## src/rtl/ir_tx_gen.sv

```systemverilog
// ----------------------------------------------------------------------------
// ir_tx_gen -- infrared frame transmitter with delta-sigma carrier gating.
//
// A frame of up to FRAME_W unit bits is sent MSB-first, one bit per unit time.
// The unit time is set by rising edges of the asynchronous uck input. While a
// '1' unit is being sent, sdo is the synchronized carrier clock (ock) gated by
// the carry of a delta-sigma accumulator, which sets the carrier density. The
// frame can be repeated, with gap_len silent units between copies.
//
// Ports
//   clk, rst                  system clock, async active-high reset
//   enable                    block enable; low aborts to IDLE without ack
//   ock, uck                  async carrier / unit-time clocks
//   req                       start request (level, sampled in IDLE)
//   frame, frame_len          bit pattern and unit count (clipped to FRAME_W)
//   repeat_cnt, gap_len       extra repetitions, silent units between them
//   dsm_din_ir_tx_carrier_on  carrier density word (used live, not latched)
//   sdo                       registered IR drive
//   busy                      high in every state except IDLE
//   ack                       one-clk pulse while in DONE
// ----------------------------------------------------------------------------
module ir_tx_gen #(
    parameter int FRAME_W = 160,
    parameter int LEN_W   = 8,
    parameter int DSM_W   = 32
) (
    input  logic               clk,
    input  logic               rst,
    input  logic               enable,
    input  logic               ock,
    input  logic               uck,
    input  logic               req,
    input  logic [FRAME_W-1:0] frame,
    input  logic [LEN_W-1:0]   frame_len,
    input  logic [3:0]         repeat_cnt,
    input  logic [7:0]         gap_len,
    input  logic [DSM_W-1:0]   dsm_din_ir_tx_carrier_on,
    output logic               sdo,
    output logic               busy,
    output logic               ack
);
    localparam int IDX_W = (FRAME_W > 1) ? $clog2(FRAME_W) : 1;
    localparam int LN_W  = $clog2(FRAME_W + 1);

    typedef enum logic [2:0] {IDLE, ALIGN, SEND, GAP, DONE} state_t;

    state_t             r_state;
    logic [1:0]         r_ock_s;
    logic [1:0]         r_uck_s;
    logic               r_uck_d;
    logic [FRAME_W-1:0] r_frame;
    logic [LN_W-1:0]    r_len;
    logic [3:0]         r_rep;
    logic [7:0]         r_gap;
    logic [7:0]         r_gap_cnt;
    logic [IDX_W-1:0]   r_idx;
    logic [DSM_W-1:0]   r_acc;

    logic               w_ock;
    logic               w_uck_rise;
    logic [LN_W-1:0]    w_len_clip;
    logic [IDX_W-1:0]   w_idx_dec;
    logic [IDX_W-1:0]   w_idx_reload;
    logic [DSM_W:0]     w_sum;
    logic               w_carry;

    assign w_ock        = r_ock_s[1];
    assign w_uck_rise   = r_uck_s[1] & ~r_uck_d;
    assign w_idx_dec    = r_idx - 1'b1;
    assign w_idx_reload = IDX_W'(r_len - 1'b1);
    assign w_sum        = {1'b0, r_acc} + {1'b0, dsm_din_ir_tx_carrier_on};
    assign w_carry      = w_sum[DSM_W];

    // Lengths beyond the buffer are clipped to the buffer width.
    always_comb begin
        if (32'(frame_len) > 32'(FRAME_W))
            w_len_clip = LN_W'(FRAME_W);
        else
            w_len_clip = LN_W'(frame_len);
    end

    always_ff @(posedge clk or posedge rst) begin
        if (rst) begin
            r_state   <= IDLE;
            r_ock_s   <= '0;
            r_uck_s   <= '0;
            r_uck_d   <= 1'b0;
            r_frame   <= '0;
            r_len     <= '0;
            r_rep     <= '0;
            r_gap     <= '0;
            r_gap_cnt <= '0;
            r_idx     <= '0;
            r_acc     <= '0;
            sdo       <= 1'b0;
            busy      <= 1'b0;
            ack       <= 1'b0;
        end else begin
            r_ock_s <= {r_ock_s[0], ock};
            r_uck_s <= {r_uck_s[0], uck};
            r_uck_d <= r_uck_s[1];
            sdo     <= 1'b0;
            ack     <= 1'b0;

            if (!enable) begin
                r_state <= IDLE;
                busy    <= 1'b0;
            end else begin
                case (r_state)
                    IDLE: begin
                        if (req) begin
                            r_frame <= frame;
                            r_len   <= w_len_clip;
                            r_rep   <= repeat_cnt;
                            r_gap   <= gap_len;
                            r_acc   <= '0;
                            busy    <= 1'b1;
                            if (w_len_clip == '0) begin
                                r_state <= DONE;
                                ack     <= 1'b1;
                            end else begin
                                r_state <= ALIGN;
                            end
                        end
                    end

                    ALIGN: begin
                        if (w_uck_rise) begin
                            r_idx   <= w_idx_reload;
                            r_state <= SEND;
                        end
                    end

                    SEND: begin
                        r_acc <= w_sum[DSM_W-1:0];
                        // On a unit boundary sdo already follows the new bit.
                        if (w_uck_rise) begin
                            if (r_idx != '0) begin
                                r_idx <= w_idx_dec;
                                sdo   <= r_frame[w_idx_dec] & w_ock & w_carry;
                            end else if (r_rep != '0) begin
                                r_rep <= r_rep - 1'b1;
                                if (r_gap == '0) begin
                                    r_idx <= w_idx_reload;
                                    sdo   <= r_frame[w_idx_reload] & w_ock & w_carry;
                                end else begin
                                    r_gap_cnt <= r_gap;
                                    r_state   <= GAP;
                                end
                            end else begin
                                r_state <= DONE;
                                ack     <= 1'b1;
                            end
                        end else begin
                            sdo <= r_frame[r_idx] & w_ock & w_carry;
                        end
                    end

                    GAP: begin
                        if (w_uck_rise) begin
                            if (r_gap_cnt == 8'd1) begin
                                r_idx   <= w_idx_reload;
                                r_state <= SEND;
                            end else begin
                                r_gap_cnt <= r_gap_cnt - 1'b1;
                            end
                        end
                    end

                    DONE: begin
                        r_state <= IDLE;
                        busy    <= 1'b0;
                    end

                    default: begin
                        r_state <= IDLE;
                        busy    <= 1'b0;
                    end
                endcase
            end
        end
    end
endmodule

```

## config.mk

```make
export PLATFORM = sky130hd
export DESIGN_NAME = ir_tx_gen
export DESIGN_NICKNAME = d
export VERILOG_FILES = /design/src/rtl/ir_tx_gen.sv
export SDC_FILE = /design/constraint.sdc
export NUM_CORES = 1
export LEC_CHECK = 0
export ABC_AREA = 1
export CORE_ASPECT_RATIO = 1.2
export CORE_MARGIN = 2
export CORE_UTILIZATION = 56
export DETAILED_ROUTE_END_ITERATION = 7
export PLACE_DENSITY = 0.81
export RECOVER_POWER = 50
export SYNTH_ARGS = -nofsm -noshare
export SYNTH_HDL_FRONTEND = slang
export SYNTH_SLANG_ARGS = --single-unit
```

## constraint.sdc

```tcl
create_clock -name clk -period 11.3 [get_ports clk]
set_input_delay 2.26 -clock clk [delete_from_list [all_inputs] [get_ports clk]]
set_output_delay 2.26 -clock clk [all_outputs]
set_load 0.01 [all_outputs]
```

Yosys cells after proc, flatten, opt, wreduce, memory -nomap -nowiden:

Index checks and enable logic that the tools add are counted.

* bits in registers: 239
* input bits: 218
* output and inout bits: 3
* word-level logic and storage cells: 126

* add/subtract/negate cells: 5
* magnitude comparators: 4
* eq/ne operators: 23
* mux-type cells: 56
* bitwise operators: 8
* reduce and logical (&&, ||, !) cells: 16

Operators with widths (count)
* 8-bit two-way mux: 14
* 32-bit case mux with 2 select lines: 1
* 32-bit by 32-bit adder with 33-bit output: 1
* 32-bit two-way mux: 1
* 3-bit two-way mux: 10
* 8-bit by 9-bit less-than comparator with 1-bit output (second input constant): 3
* 1-bit binary-select mux with 8-bit select: 3
* 3-bit inequality test (second input constant): 8
* 8-bit case mux with 3 select lines: 1
* 8-bit by 1-bit subtractor with 8-bit output (second input constant): 3
* 2-bit inequality test (second input constant): 10
* 1-bit two-way mux: 17
* 8-bit zero test: 2
* 4-bit two-way mux: 4
* 8-bit case mux with 2 select lines: 1
* 8-bit AND reduction: 2
* 3-bit case mux with 4 select lines: 1
* 8-bit by 1-bit equality test with 1-bit output (second input constant): 1
* 8-bit > comparator (second input constant): 1
* 4-bit case mux with 2 select lines: 1
* 8-bit nonzero test: 1
* 1-bit AND: 7
* 7-bit AND reduction: 1
* 3-bit by 2-bit equality test with 1-bit output (second input constant): 2
* other kinds (13): 16

Depth between registers and ports, before layout:

* word-level depth: 11
* depth in mapped cells: 20

Least setup slack after synthesis:

Ideal clock, no wire load.

* path type: input -> register
* start point: input dsm_din_ir_tx_carrier_on[0]
* end point: register r_acc[18]
* arrival time: 3.999 ns
* data required time: 11.182 ns
* slack: 7.183 ns
* stages on the path: 14
* cell sequence: ha_1 inv_1 fa_1 inv_1 nand2_1 o21ai_2 a21oi_2 o21bai_1 nand2_1 nand2_1 a21boi_1 or2_2 nand3_1 nand2_1

* cells in the longest elaborated chain, start to end: 2

RTL lines
* start, declared: RTL line 37 `input logic [DSM_W-1:0] dsm_din_ir_tx_carrier_on,`
* 32-bit by 32-bit adder with 33-bit output: RTL line 71 `assign w_sum = {1'b0, r_acc} + {1'b0, dsm_din_ir_tx_carrier_on};`
* 32-bit case mux with 2 select lines: RTL line 109 `case (r_state)`
* end signal, assigned: RTL line 135 `r_acc <= w_sum[DSM_W-1:0];`
* end, declared: RTL line 57 `logic [DSM_W-1:0] r_acc;`

No other way between the ends.
A chain may end at the register's enable or synchronous reset.

==> results_dict.tcl <==
set metrics [dict create \
    status "finished with violations" \
    violations "max-capacitance violations, max-slew violations" \
    cp-end-kind "asynchronous set/reset pin" \
    syn2layout_area_growth_pct 17.1 \
    holdCritPathClass "reg -> reg" \
    synth_common_cells "nand2_1 (785), nand3_1 (324), o21ai_0 (293)" \
    rows 68 \
    worstPathArrival_ns 7.53 \
    dp_hpwl_um 33500 \
    worstPathCellList "dlygate4sd3_1 > clkinvlp_2 > buf_4 > buf_4" \
    drt-total-wl_um 51100 \
    yosysTopAreaCell "dfrtp_1" \
    drc 0 \
    p_leak_nw 8.94 \
    nets 2786 \
    crit_required_ns 11.79 \
    viasPerCell 5.91 \
    grt_overflow 0 \
    fin_crit_sh_pct 62.4 \
    p_per_area_nw_per_um2 308 \
    grt_pass1_wl_um 81900 \
    yosys_warnings 0 \
    hold_buffers 0 \
    core_area_um2 28700 \
    antenna_found_initial 1 \
    fin_ws_ns 4.25 \
    syn_avg_cell_area_um2 6.74 \
    fin_total_pwr_mw 5.86 \
    cp_max_fo 109 \
    max_stage_delay_ns 2.76 \
    synth_top_area_share_pct 36.8 \
    rsz0062_at_grt "no" \
    die_y_um 191 \
    met3WireLength_um 4960 \
    vias 17300 \
    hp-start "r_uck_s[0]" \
    wl_met1_um 19900 \
    n_antenna_cell 0 \
    synth_cells 2413 \
    final.setup_skew_ns 0.0125 \
    cts_buffer_depth 3 \
    tightest_slew_ns 4.96 \
    die_w_um 160 \
    clk_pin_slew_ns 0.06 \
    yosys-top-cells-area "dfrtp_1 (37%), nand2_1 (18%), nand3_1 (10%)" \
    cpLargestDelayFamily "buffers and inverters" \
    tns_ns 0 \
    cp-startpoint "rst" \
    synth.net_count 2670 \
    grt_pass1_vias 16600 \
    finalCriticalPeriod_ns 7.05 \
    clock-sinks 239 \
    hold_viol 0 \
    start_util_pct 56.7 \
    place_ws_ns 5.77 \
    ys_ff_latch 239 \
    cts_tree "done" \
    grt_max_degree 163 \
    cts-resized-gates 0 \
    synth_ff_type "dfrtp_1" \
    slew_viol_final 146 \
    final-setup-viol-count 0 \
    worst-path-stages 4 \
    cts-root-buf "clkbuf_16" \
    r2r-end "sdo" \
    drt_iter0_drc 2226 \
    crit_type "in -> async" \
    cp-start-kind "input port" \
    async_flop_share_pct 100 \
    maxCapViolations 3 \
    dr.pass1.iters 8 \
    synth_most_common_cell "nand2_1" \
    seq_area_frac_synth_pct 36.8 \
    post-cts-setup-buffers 0 \
    relSlewSlack_pct -233 \
    clk_latency_ns 0.55 \
    netlist_area_um2 16300 \
    wl_per_cell_um 17.4 \
    synth_edf_count 0 \
    gp_congestion 0.939 \
    numCtsBuffers 26 \
    rr_startpoint "r_idx[0]" \
    cp.buffers_inverters 4 \
    drive_above_1_share_pct 3.38 \
    cp-endpoint "r_len[0]" \
    ant_nets 0 \
    wl_met2_um 23700 \
    reg2reg_depth 16 \
    peakVddDrop_uv 178 \
    cts-htree-levels 1 \
    port_buffers 220 \
    cp_common_cell "buf_4" \
    top_layer "met5" \
    reg2reg_slack_ns 7.09 \
    fmax_mhz 142 \
    yosysUniqueCellTypes 51 \
    grtUsageTotal_pct 32.8 \
    die_area_um2 30400 \
    slowest_stage "clkinvlp_2" \
    boundaryPins 221 \
]
how the worst min path moves through the flow:
stage | depth (start not counted) | end | slack, ns
CTS | 0 | r_uck_s[1] | 0.35
detailed placement | 0 | r_uck_s[1] | 0.34
finish | 0 | r_uck_s[1] | 0.35
global route | 0 | r_uck_s[1] | 0.37
floorplan | 0 | r_ock_s[1] | 0.33
global placement | 0 | r_ock_s[1] | 0.34
metal layers:
layer	global-route usage, %	up-vias
li1	-	8187
met1	41.5	7925
met2	55.0	985
met3	4.70	226
met4	16.7	2
met5	0	-
through the flow:
step           util (%)  hold slack [ns]  cells  instance area, µm²
6_report           66.4            0.351   2932               19000
5_1_grt            66.4            0.367   2932               19000
4_1_cts            66.6            0.354   2932               19100
3_5_place_dp       63.5            0.341   2886               18200
3_3_place_gp       63.5            0.340   2886               18200
2_1_floorplan         -            0.331   2413               16300
cells by family (layout without fill, tap and decap cells):
family	Yosys count	count (layout)	share of synthesized area (%)
adder cells (fa/ha/maj)	39	39	3.05
XOR/XNOR	13	13	0.746
AND/OR/NAND/NOR	1227	1227	31.7
AO/OA/AOI/OAI	552	552	17.8
flip-flops	239	239	36.8
buffers and inverters	343	477	9.94
power by group:
| group | total (mW) | internal, mW | switching (mW) |
|---|---|---|---|
| sequential | 1.65 | 1.24 | 0.415 |
| combinational | 3.33 | 1.08 | 2.24 |
| clock | 0.885 | 0.510 | 0.375 |
area by class of cell:
| class | instances | area [µm²] |
|---|---|---|
| Clock buffer | 34 | 741 |
| Clock inverter | 12 | 144 |
| Fill cell | 2593 | 9630 |
| Inverter | 199 | 758 |
| Multi-Input combinational cell | 1831 | 8640 |
| Sequential cell | 239 | 5990 |
| Tap cell | 385 | 482 |
| Timing Repair Buffer | 232 | 2290 |
cells in the final DEF, fill, tap and decap left out, types with 12 or more instances in the layout:
master / n
nor2_1: 84
inv_1: 185
a21oi_1: 188
o21ai_1: 16
o211ai_1: 22
nand2_1: 785
o21ai_0: 294
clkbuf_16: 26
ha_1: 38
clkdlybuf4s50_1: 212
nand3_1: 324
buf_4: 12
dfrtp_1: 237
sequential cells by signal, summed over array words and instances (netlist names):
register / cells
ack: 1
r_gap: 8
r_idx: 8
r_uck_s: 2
r_uck_d: 1
r_frame: 160
busy: 1
r_rep: 4
r_state: 3
r_gap_cnt: 8
sdo: 1
r_ock_s: 2
r_acc: 32
r_len: 8
(Power assumes the default switching activity.)
